### config.mk
export PLATFORM = sky130hd
export DESIGN_NAME = fdma_rw_arbiter
export DESIGN_NICKNAME = d
export VERILOG_FILES = /design/src/rtl/fdma_pkg.sv /design/src/rtl/fdma_arb_stats.sv /design/src/rtl/fdma_rw_arbiter.sv
export SDC_FILE = /design/constraint.sdc
export NUM_CORES = 1
export LEC_CHECK = 0
export BUFFER_PORTS_ARGS = -buffer_cell sky130_fd_sc_hd__buf_2
export CORE_AREA = 4 4 98 100
export DETAILED_ROUTE_END_ITERATION = 8
export DIE_AREA = 0 0 102 104
export PLACE_DENSITY = 0.77
export SETUP_SLACK_MARGIN = 0.1
export SLEW_MARGIN = 20
export SYNTH_ARGS = -nofsm -noshare
export SYNTH_HDL_FRONTEND = slang
export SYNTH_SLANG_ARGS = --single-unit
### constraint.sdc
create_clock -name ui_clk -period 3.2 [get_ports ui_clk]
set_input_delay 0.64 -clock ui_clk [delete_from_list [all_inputs] [get_ports ui_clk]]
set_output_delay 0.64 -clock ui_clk [all_outputs]
set_load 0.05 [all_outputs]
### src/rtl/fdma_pkg.sv
// Shared types and constants for the FDMA read/write arbiter.
// Optional statistics are built when FDMA_ARB_STATS_EN is defined.
package fdma_pkg;

    localparam int FDMA_SIZE_W = 16;
    localparam int STREAK_W    = 8;
    localparam int WAIT_W      = 16;

    typedef enum logic [1:0] {
        IDLE,
        REQ,
        BUSY,
        DONE
    } arb_state_t;

    typedef enum logic {
        GNT_W,
        GNT_R
    } grant_t;

    function automatic logic [STREAK_W-1:0] streak_inc(
        input logic [STREAK_W-1:0] v
    );
        return (&v) ? v : v + 1'b1;
    endfunction

endpackage

### src/rtl/fdma_arb_stats.sv
// Grant counters and worst-case write wait for the FDMA arbiter.
// Instantiated only when FDMA_ARB_STATS_EN is defined.
module fdma_arb_stats
    import fdma_pkg::*;
(
    input  logic              i_clk,
    input  logic              i_rst_n,
    input  logic              i_wr_gnt,
    input  logic              i_rd_gnt,
    input  logic              i_wr_pend,
    output logic [31:0]       o_wr_grants,
    output logic [31:0]       o_rd_grants,
    output logic [WAIT_W-1:0] o_wr_max_wait
);

    logic [31:0]       r_wr_grants;
    logic [31:0]       r_rd_grants;
    logic [WAIT_W-1:0] r_wait;
    logic [WAIT_W-1:0] r_max;

    always_ff @(posedge i_clk or negedge i_rst_n) begin
        if (!i_rst_n) begin
            r_wr_grants <= '0;
            r_rd_grants <= '0;
            r_wait      <= '0;
            r_max       <= '0;
        end else begin
            if (i_wr_gnt)
                r_wr_grants <= r_wr_grants + 32'd1;
            if (i_rd_gnt)
                r_rd_grants <= r_rd_grants + 32'd1;
            // Wait counts cycles a write request has been held without a grant
            if (i_wr_gnt) begin
                r_wait <= '0;
                if (r_wait > r_max)
                    r_max <= r_wait;
            end else if (i_wr_pend) begin
                if (!(&r_wait))
                    r_wait <= r_wait + 1'b1;
            end else begin
                r_wait <= '0;
            end
        end
    end

    assign o_wr_grants   = r_wr_grants;
    assign o_rd_grants   = r_rd_grants;
    assign o_wr_max_wait = r_max;

endmodule

### src/rtl/fdma_rw_arbiter.sv
// Burst-level arbiter sharing one FDMA engine between a write and a read master.
// Define FDMA_ARB_STATS_EN to add grant/wait statistics outputs.
module fdma_rw_arbiter
    import fdma_pkg::*;
#(
    parameter int AXI_DATA_WIDTH = 32,
    parameter int AXI_ADDR_WIDTH = 23,
    parameter int MAX_RD_STREAK  = 4
) (
    input  logic                      ui_clk,
    input  logic                      ui_rstn,
    input  logic [AXI_ADDR_WIDTH-1:0] s_waddr,
    input  logic                      s_wareq,
    input  logic [FDMA_SIZE_W-1:0]    s_wsize,
    output logic                      s_wbusy,
    input  logic [AXI_DATA_WIDTH-1:0] s_wdata,
    output logic                      s_wvalid,
    input  logic [AXI_ADDR_WIDTH-1:0] s_raddr,
    input  logic                      s_rareq,
    input  logic [FDMA_SIZE_W-1:0]    s_rsize,
    output logic                      s_rbusy,
    output logic [AXI_DATA_WIDTH-1:0] s_rdata,
    output logic                      s_rvalid,
    output logic [AXI_ADDR_WIDTH-1:0] fdma_addr,
    output logic                      fdma_areq,
    output logic                      fdma_rnw,
    output logic [FDMA_SIZE_W-1:0]    fdma_size,
    input  logic                      fdma_busy,
    output logic [AXI_DATA_WIDTH-1:0] fdma_wdata,
    input  logic                      fdma_wvalid,
    input  logic [AXI_DATA_WIDTH-1:0] fdma_rdata,
    input  logic                      fdma_rvalid
`ifdef FDMA_ARB_STATS_EN
    ,
    output logic [31:0]               stat_wr_grants,
    output logic [31:0]               stat_rd_grants,
    output logic [WAIT_W-1:0]         stat_wr_max_wait
`endif
);

    arb_state_t                r_state;
    grant_t                    r_grant;
    logic                      r_areq;
    logic                      r_rnw;
    logic                      r_wbusy;
    logic                      r_rbusy;
    logic [AXI_ADDR_WIDTH-1:0] r_addr;
    logic [FDMA_SIZE_W-1:0]    r_size;
    logic [STREAK_W-1:0]       r_streak;

    logic w_idle;
    logic w_rd_win;
    logic w_rd_gnt;
    logic w_wr_gnt;
    logic w_wsel;
    logic w_rsel;

    // Reads may only starve a pending write for MAX_RD_STREAK grants
    assign w_idle   = (r_state == IDLE);
    assign w_rd_win = s_rareq &&
                      ((r_streak < STREAK_W'(MAX_RD_STREAK)) || !s_wareq);
    assign w_rd_gnt = w_idle && w_rd_win;
    assign w_wr_gnt = w_idle && s_wareq && !w_rd_win;

    always_ff @(posedge ui_clk or negedge ui_rstn) begin
        if (!ui_rstn) begin
            r_state  <= IDLE;
            r_grant  <= GNT_W;
            r_areq   <= 1'b0;
            r_rnw    <= 1'b0;
            r_wbusy  <= 1'b0;
            r_rbusy  <= 1'b0;
            r_addr   <= '0;
            r_size   <= '0;
            r_streak <= '0;
        end else begin
            unique case (r_state)
                IDLE: begin
                    if (w_rd_gnt || w_wr_gnt) begin
                        r_state <= REQ;
                        r_areq  <= 1'b1;
                        r_rnw   <= w_rd_gnt;
                        r_grant <= w_rd_gnt ? GNT_R : GNT_W;
                        r_addr  <= w_rd_gnt ? s_raddr : s_waddr;
                        r_size  <= w_rd_gnt ? s_rsize : s_wsize;
                        r_rbusy <= w_rd_gnt;
                        r_wbusy <= w_wr_gnt;
                        if (w_wr_gnt)
                            r_streak <= '0;
                        else if (s_wareq)
                            r_streak <= streak_inc(r_streak);
                    end
                end
                REQ: begin
                    if (fdma_busy) begin
                        r_areq  <= 1'b0;
                        r_state <= BUSY;
                    end
                end
                BUSY: begin
                    if (!fdma_busy) begin
                        r_state <= DONE;
                        r_wbusy <= 1'b0;
                        r_rbusy <= 1'b0;
                    end
                end
                DONE: r_state <= IDLE;
                default: r_state <= IDLE;
            endcase
        end
    end

    // Beats are only routed while the engine owns the granted burst
    assign w_wsel = (r_state == BUSY) && (r_grant == GNT_W);
    assign w_rsel = (r_state == BUSY) && (r_grant == GNT_R);

    assign fdma_areq  = r_areq && !fdma_busy;
    assign fdma_addr  = r_addr;
    assign fdma_size  = r_size;
    assign fdma_rnw   = r_rnw;
    assign s_wbusy    = r_wbusy;
    assign s_rbusy    = r_rbusy;
    assign fdma_wdata = w_wsel ? s_wdata : '0;
    assign s_wvalid   = w_wsel && fdma_wvalid;
    assign s_rdata    = w_rsel ? fdma_rdata : '0;
    assign s_rvalid   = w_rsel && fdma_rvalid;

`ifdef FDMA_ARB_STATS_EN
    fdma_arb_stats u_stats (
        .i_clk         (ui_clk),
        .i_rst_n       (ui_rstn),
        .i_wr_gnt      (w_wr_gnt),
        .i_rd_gnt      (w_rd_gnt),
        .i_wr_pend     (s_wareq),
        .o_wr_grants   (stat_wr_grants),
        .o_rd_grants   (stat_rd_grants),
        .o_wr_max_wait (stat_wr_max_wait)
    );
`endif

endmodule
# Word-level counts from Yosys, hierarchy flattened
# Index checks and enable logic that the tools add are counted.
[classes]
add_sub_neg = 1
order_cmp = 1
n_eq_ne = 7
muxes = 20
bitwise_logic = 1
n_reduce_logical = 24
[ops]
columns = ["operator", "n"]
rows = [
  ["32-bit two-way mux", 2],
  ["8-bit two-way mux", 3],
  ["23-bit two-way mux", 1],
  ["16-bit two-way mux", 1],
  ["1-bit logical AND", 9],
  ["3-bit AND reduction", 3],
  ["8-bit by 1-bit adder with 8-bit output, second input constant", 1],
  ["8-bit by 3-bit less-than comparator with 1-bit output, second input constant", 1],
  ["2-bit one-hot mux with 4 select lines", 1],
  ["8-bit AND reduction", 1],
  ["1-bit two-way mux", 6],
  ["2-bit two-way mux", 3],
  ["2-bit != test, second input constant", 3],
  ["1-bit one-hot mux with 2 select lines", 3],
  ["2-bit nonzero test", 3],
  ["2-bit equality test, second input constant", 2],
  ["4-bit AND reduction", 1],
  ["1-bit zero test", 3],
  ["2-bit by 1-bit equality test with 1-bit output, second input constant", 1],
  ["2-bit zero test", 1],
  ["1-bit logical OR", 2],
  ["2-bit by 1-bit != test with 1-bit output, second input constant", 1],
  ["2-bit AND reduction", 1],
  ["1-bit NOT", 1],
]
[word_totals]
register_bits = 54
input_bits = 149
out_inout_bits = 109
wordCells = 63

# Logic depth before layout (Yosys ltp)
# Gate-level depths: netlist (run 1).
[depth]
word_depth = 8
depth_mapped = 7
mapped_depth_nobuf = 5

# Worst setup path after synthesis (run 1)
# OpenSTA, ideal clock, no wires.
[synth_timing]
kind = "reg-to-output"
from = "register r_state[0]"
to = "output port fdma_wdata[10]"
t_arrival_ps = 1821
required_ps = 2560
slack_ps = 739
path_stages_with_launch = 8
path_cell_list = "dfrtp_1 inv_1 ha_1 clkbuf_1 inv_1 nor2_1 clkbuf_1 and2_1"
[synth_between]
elab_chain_len = 3
[synth_lines]
columns = ["item", "line", "rtl"]
rows = [
  ["from (decl)", "fdma_rw_arbiter.sv:41", "arb_state_t r_state;"],
  ["from (signal assigned)", "fdma_rw_arbiter.sv:67", "r_state <= IDLE;"],
  ["from (signal assigned)", "fdma_rw_arbiter.sv:80", "r_state <= REQ;"],
  ["from (signal assigned)", "fdma_rw_arbiter.sv:97", "r_state <= BUSY;"],
  ["2-bit equality test", "fdma_rw_arbiter.sv:114", "assign w_wsel = (r_state == BUSY) && (r_grant == GNT_W);"],
  ["1-bit logical AND", "fdma_rw_arbiter.sv:114", ""],
  ["32-bit two-way mux", "fdma_rw_arbiter.sv:123", "assign fdma_wdata = w_wsel ? s_wdata : '0;"],
  ["to (decl)", "fdma_rw_arbiter.sv:29", "output logic [AXI_DATA_WIDTH-1:0] fdma_wdata,"],
]
# No other way between the ends.

# Final worst setup path (run 1)
[layout_timing]
from = "register r_state[0]"
to = "output port fdma_wdata[11]"
# The elaborated chain is that of the path after synthesis.

==> summary.txt, run 1 <==
Clocking
  • Clock Latency Late Sink: 310 ps
  • Post-CTS Hold Buffers: 0
  • CTS tree: built
  • Cts bufs inserted: 5
  • Clock-pin slew on the worst setup and hold paths: 110 ps
  • Clock Sinks: 53
  • Htree depth: 2
  • Post-cts resize count: 0
  • Post-CTS setup buffer count: 0
  • Clock Tree Root: clkbuf_8
  • Clock tree buffer depth: 2

Finish
  • Area growth from synthesis to final layout: 49.5%
  • N_diodes: 0
  • Nets: 683
  • Non-Filler Instances: 638
  • Filler cell count: 838
  • Share of layout cells above drive strength 1: 0.517
  • Final core occ: 0.506

Timing
  • Final Skew: 18.7 ps
  • Final Worst Setup Slack: 383 ps
  • Final worst-path cycle share: 0.880
  • RSZ-0062 raised after global routing: false
  • Final slew viol count: 0
  • Post-route setup TNS: 0 ps
  • Post-layout minimum cycle time: 2820 ps
  • Worst slew pin tran: 762 ps
  • Fmax: 0.355 GHz
  • Final-report hold violation count: 0
  • Final count of negative-setup-slack endpoints: 0
  • Slew margin rel.: 0.492

Worst setup path
  • Worst path cell trace: inv_1 > ha_1 > buf_4 > inv_1 > nor2_1 > buf_4 > and2_1 > buf_2
  • RR Endpoint: fdma_addr[22]$_DFFE_PN0P_
  • CP max stage delay: 410 ps
  • Worst Reg-to-Reg Cells: 6
  • Setup crit end kind: primary output
  • R2r startpoint: r_state[1]$_DFFE_PN0P_
  • Largest fanout on the critical path: 38
  • Crit start category: flop
  • Worst path arrival time: 2180 ps
  • Critical path buffer and inverter count: 5
  • Critical path class: flop to primary output
  • CP required: 2560 ps
  • Crit path max-delay family: buffers and inverters
  • CP max stage cell: dfrtp_1
  • R2R Setup Slk: 1070 ps

Yosys
  • Gate Count Post-Synth: 281
  • Post-synth top cells: and2_1, dfrtp_1, a221o_1, and3_1, clkbuf_1
  • Post-synthesis async set-or-reset flop share: 1.00
  • Yosys top cell area share: 0.452
  • Top FF cell, synth: dfrtp_1
  • Post-synthesis cell type count: 31
  • Post-synth net total: 435
  • Top cells by area, synth: dfrtp_1, and2_1, a221o_1, and3_1, ha_1
  • Syn_area_per_cell: 10.5 um2
  • Yosys top cell by area: dfrtp_1
  • Synthesized cell area: 2940 um2
  • Count leader, synth: and2_1
  • Post-synth EDFFs: 0
  • Synth warnings: 0
  • Synth Register Bits: 53
  • Register area share after synthesis: 0.452

Routing
  • Drt first pass iters: 4
  • Routed via count: 3,145
  • ANT nets after route: 0
  • Via/cell ratio: 4.93
  • Initial DRC count: 105
  • Mean routed wirelength per cell: 16.4 um
  • DRC: 0
  • Total wire length after detailed routing: 10,500 um

Run status
  • Status: finished, final reports clean

GRT
  • Total grt overflow: 0
  • GRT Total Usage: 0.187
  • Antenna violations before repair: 0
  • Pin count of the biggest net entering global routing: 54
  • Vias in the first global route: 3,171
  • First-pass GRT wire length: 15,900 um

Placed design
  • Port Buffers: 257
  • Post-Place Setup Slack: 732 ps
  • Dpl cells: 630
  • GP Congestion: 0.799
  • DP HPWL: 8200 um

Die
  • I/O Pins: 258
  • Die W: 102 um
  • # rows: 34
  • Initial Utilization: 0.338
  • Die area: 10,600 um2
  • Die Ht: 104 um
  • Core area: 8680 um2

Pwr
  • Pwr/cell area: 1100 nW/um2
  • Total power: 4.81 mW
  • Peak supply drop: 0.606 mV
  • Pleak: 2.57 nW

Hold path
  • Worst min-delay path category: primary input to asynchronous set/reset pin

Job
  • MaxCap Viol Count: 0
## sequential cells by signal (all words and copies together) (netlist names)
| name | flops |
|---|---|
| fdma_addr | 23 |
| fdma_size | 16 |
| r_streak | 8 |
| r_state | 2 |
| r_areq | 1 |
| r_grant | 1 |
| s_rbusy | 1 |
| s_wbusy | 1 |
## cell families after synthesis
| group | count (synthesis) | synth area share |
|---|---|---|
| and+or+nand+nor | 135 | 0.288 |
| AOI/OAI and AO/OA | 60 | 0.189 |
| DFF | 53 | 0.452 |
| buffers and inverters | 27 | 0.0464 |
| adders and majority gates | 5 | 0.0213 |
| muxes | 1 | 0.00383 |
## layout by cell type, fill, tap and decap left out, types with 6 or more instances in the layout
| cell type | instances |
|---|---|
| buf_2 | 256 |
| dfrtp_1 | 53 |
| a21oi_1 | 6 |
| and2_1 | 76 |
| a221o_1 | 41 |
| and3_1 | 34 |
| buf_4 | 6 |
## worst max path at each step
stage | cells after the start | start | end | slack, ps
4_1_cts | 8 | r_state[0]$_DFFE_PN0P_ | fdma_wdata[11] | 360
3_3_place_gp | 8 | r_state[0]$_DFFE_PN0P_ | fdma_wdata[8] | 830
2_1_floorplan | 7 | r_state[0]$_DFFE_PN0P_ | fdma_wdata[10] | 740
5_1_grt | 8 | r_state[0]$_DFFE_PN0P_ | fdma_wdata[9] | 160
6_report | 8 | r_state[0]$_DFFE_PN0P_ | fdma_wdata[11] | 380
3_5_place_dp | 8 | r_state[0]$_DFFE_PN0P_ | fdma_wdata[11] | 730
## final cells by class
class | count | area, um2 | share of cell area
clock inverter | 2 | 13.8 | 0.00313
sequential | 53 | 1330 | 0.302
multi-input combinational | 201 | 1480 | 0.337
timing repair buffer | 263 | 1350 | 0.307
clock buffer | 6 | 72.6 | 0.0165
tap | 108 | 135 | 0.0308
inverter | 5 | 18.8 | 0.00427
## stage by stage
| stage | hold WS (ps) | instance area (um2) |
|---|---|---|
| after CTS | 470 | 4390 |
| final | 457 | 4390 |
| after global placement | 508 | 4300 |
| after detailed placement | 517 | 4300 |
| after global routing | 519 | 4390 |
| after floorplan | 344 | 2940 |
## power by group
part | total [mW] | switching [mW] | internal (mW)
combinational | 3.26 | 2.32 | 0.946
sequential | 1.16 | 0.191 | 0.968
clock | 0.386 | 0.229 | 0.157
## layer usage
layer	track usage	wire [um]	vias up
li1	-	-	1526
met1	0.218	4040	1466
met2	0.348	5570	143
met3	0.0355	747	10
met4	0.0384	104	0
met5	0	0	-
(Power assumes the default switching activity.)
==> inputs of run 2 (changes only) <==
Settings changed: CORE_AREA 4 4 98 100 to 4 4 97 99, CTS_BUF_LIST set to sky130_fd_sc_hd__clkbuf_8, DIE_AREA 0 0 102 104 to 0 0 101 103, PLACE_DENSITY 0.77 to 0.78, SYNTH_HIERARCHICAL set to 1.
==> summary.txt, run 2 <==
Yosys
  • Post-synth top cells: and2_1, dfrtp_1, a221o_1, and3_1, clkbuf_1 (unchanged)
  • Register area share after synthesis: 0.452 (unchanged)
  • Top FF cell, synth: dfrtp_1 (unchanged)
  • Gate Count Post-Synth: 281 (unchanged)
  • Syn_area_per_cell: 10.5 um2 (unchanged)
  • Post-synthesis cell type count: 31 (unchanged)
  • Post-synth EDFFs: 0 (unchanged)
  • Synth warnings: 6 (was 0)
  • Yosys top cell area share: 0.452 (unchanged)
  • Top cells by area, synth: dfrtp_1, and2_1, a221o_1, and3_1, ha_1 (unchanged)
  • Post-synthesis async set-or-reset flop share: 1.00 (unchanged)
  • Synth Register Bits: 53 (unchanged)
  • Count leader, synth: and2_1 (unchanged)
  • Synthesized cell area: 2940 um2 (unchanged)
  • Yosys top cell by area: dfrtp_1 (unchanged)
  • Post-synth net total: 435 (unchanged)

Die
  • Die area: 10,400 um2 (was 10,600 um2)
  • Die Ht: 103 um (was 104 um)
  • # rows: 34 (unchanged)
  • Initial Utilization: 0.343 (was 0.338)
  • I/O Pins: 258 (unchanged)
  • Core area: 8550 um2 (was 8680 um2)
  • Die W: 101 um (was 102 um)

Finish
  • Most frequent cells in the layout: buf_2, and2_1, dfrtp_1 (unchanged)
  • Filler cell count: 764 (was 838)
  • Nets: 685 (was 683)
  • Area growth from synthesis to final layout: 51.1% (was 49.5%)
  • Max reg flops: 23 (unchanged)
  • N_diodes: 0 (unchanged)
  • Final instance area: 4440 um2 (was 4390 um2)
  • Commonest non-fill, non-tap cell in the layout: buf_2 (unchanged)
  • Share of layout cells above drive strength 1: 0.521 (was 0.517)
  • Final core occ: 0.519 (was 0.506)

Worst setup path
  • Setup crit end kind: primary output (unchanged)
  • Critical path class: flop to primary output (unchanged)
  • R2R Setup Slk: 1050 ps (was 1070 ps)
  • CP required: 2560 ps (about the same)
  • Worst Reg-to-Reg Cells: 6 (unchanged)
  • CP max stage cell: dfrtp_1 (unchanged)
  • Crit start category: flop (unchanged)
  • Worst path cell trace: inv_1 > ha_1 > inv_1 > nor2_1 > buf_4 > and2_1 > buf_2 (was inv_1 > ha_1 > buf_4 > inv_1 > nor2_1 > buf_4 > and2_1 > buf_2)
  • Worst path arrival time: 1960 ps (was 2180 ps)
  • RR Endpoint: fdma_size[1]$_DFFE_PN0P_ (was fdma_addr[22]$_DFFE_PN0P_)
  • CP dominant cell by count: inv_1
  • CP max stage delay: 410 ps (about the same)
  • Largest fanout on the critical path: 33 (was 38)
  • R2r startpoint: r_state[0]$_DFFE_PN0P_ (was r_state[1]$_DFFE_PN0P_)

Clocking
  • CTS tree: built (unchanged)
  • Htree depth: 2 (unchanged)
  • Clock Tree Root: clkbuf_8 (unchanged)
  • Clock-pin slew on the worst setup and hold paths: 100 ps (was 110 ps)
  • Clock Latency Late Sink: 310 ps (about the same)
  • Clock Sinks: 53 (unchanged)
  • Post-cts resize count: 0 (unchanged)
  • Post-CTS setup buffer count: 0 (unchanged)
  • Cts bufs inserted: 5 (unchanged)
  • Clock tree buffer depth: 2 (unchanged)
  • Post-CTS Hold Buffers: 0 (unchanged)

Timing
  • Post-layout minimum cycle time: 2600 ps (was 2820 ps)
  • RSZ-0062 raised after global routing: false (unchanged)
  • Final count of negative-setup-slack endpoints: 0 (unchanged)
  • Post-route setup TNS: 0 ps (unchanged)
  • Final worst-path cycle share: 0.814 (was 0.880)
  • Final-report hold violation count: 0 (unchanged)
  • Fmax: 0.384 GHz (was 0.355 GHz)
  • Slew margin rel.: 0.489 (was 0.492)
  • Final Skew: 12.3 ps (was 18.7 ps)
  • Final slew viol count: 0 (unchanged)
  • Worst slew pin tran: 767 ps (was 762 ps)

Run status
  • Status: finished, final reports clean (unchanged)

GRT
  • GRT Total Usage: 0.184 (was 0.187)
  • Total grt overflow: 0 (unchanged)
  • Pin count of the biggest net entering global routing: 47 (was 54)
  • First-pass GRT wire length: 15,400 um (was 15,900 um)
  • Antenna violations before repair: 0 (unchanged)
  • Vias in the first global route: 3,134 (was 3,171)

Routing
  • Max Used Layer: met4 (unchanged)
  • Total wire length after detailed routing: 10,600 um (was 10,500 um)
  • ANT nets after route: 0 (unchanged)
  • Drt first pass iters: 4 (unchanged)
  • Metal2 WL: 5520 um (was 5570 um)
  • DRC: 0 (unchanged)
  • Initial DRC count: 139 (was 105)
  • WL met1: 4340 um (was 4040 um)
  • Routed via count: 3,224 (was 3,145)
  • Via/cell ratio: 5.04 (was 4.93)
  • Metal3 WL: 645 um (was 747 um)
  • Mean routed wirelength per cell: 16.6 um (was 16.4 um)

Pwr
  • Pleak: 2.60 nW (was 2.57 nW)
  • Peak supply drop: 0.547 mV (was 0.606 mV)
  • Pwr/cell area: 1120 nW/um2 (was 1100 nW/um2)

Hold path
  • Worst min-delay path category: primary input to asynchronous set/reset pin (unchanged)

Job
  • MaxCap Viol Count: 0 (unchanged)

Placed design
  • DP HPWL: 8290 um (was 8200 um)
  • Port Buffers: 257 (unchanged)
  • Dpl cell area: 4300 um2 (unchanged)
  • GP Congestion: 0.849 (was 0.799)
run 2: logic make-up after synthesis:
group | count (synthesis) | share of synthesized area
AOI/OAI and AO/OA | 60 | 0.189
muxes | 1 | 0.00383
and+or+nand+nor | 135 | 0.288
buffers and inverters | 27 | 0.0464
DFF | 53 | 0.452
adders and majority gates | 5 | 0.0213
run 2: metrics by stage:
stage,std cells,hold WS [ps],setup WS [ps],power [mW]
final,640,228,595,4.98
after global routing,640,261,478,5.24
after CTS,640,244,585,5.02
after detailed placement,632,530,961,4.46
after global placement,632,506,1040,4.39
after floorplan,281,344,739,3.67
run 2: final cells by class:
cell class	count	area, um2	share of cell area
multi-input cells	201	1480	0.333
clock buffers	5	68.8	0.0155
clock inverters	3	65.1	0.0147
inverters	5	18.8	0.00423
well taps	108	135	0.0304
repair buffers	265	1350	0.303
flip-flops and latches	53	1330	0.299
run 2: critical path, delay by kind of cell, from the launching register on:
| kind | cells | cell delay, ps |
|---|---|---|
| fa+ha+maj | 1 | 220 |
| buf+inv | 4 | 740 |
| flops | 1 | 410 |
| simple gates | 2 | 290 |
run 2: worst max path at each step:
stage                     cells past startpoint        endpoint                    from  slack [ps]
after floorplan                               7  fdma_wdata[10]  r_state[0]$_DFFE_PN0P_         740
after global routing                          4  fdma_wdata[23]     r_grant$_DFFE_PN0P_         480
after CTS                                     7  fdma_wdata[23]  r_state[0]$_DFFE_PN0P_         580
after global placement                        4   fdma_wdata[5]     r_grant$_DFFE_PN0P_        1040
final                                         7  fdma_wdata[23]  r_state[0]$_DFFE_PN0P_         600
after detailed placement                      7  fdma_wdata[23]  r_state[0]$_DFFE_PN0P_         960
run 2: per-layer routing:
metal  up-vias  GRT usage
li1       1530          -
met1      1550      0.241
met2       131      0.323
met3        13     0.0325
met4         0     0.0348
met5         -          0
run 2: report_power, final:
group          internal, mW  switching (mW)  leakage [nW]
clock                 0.311           0.226        0.0681
sequential            0.969           0.208         0.658
combinational         0.945            2.32          1.87
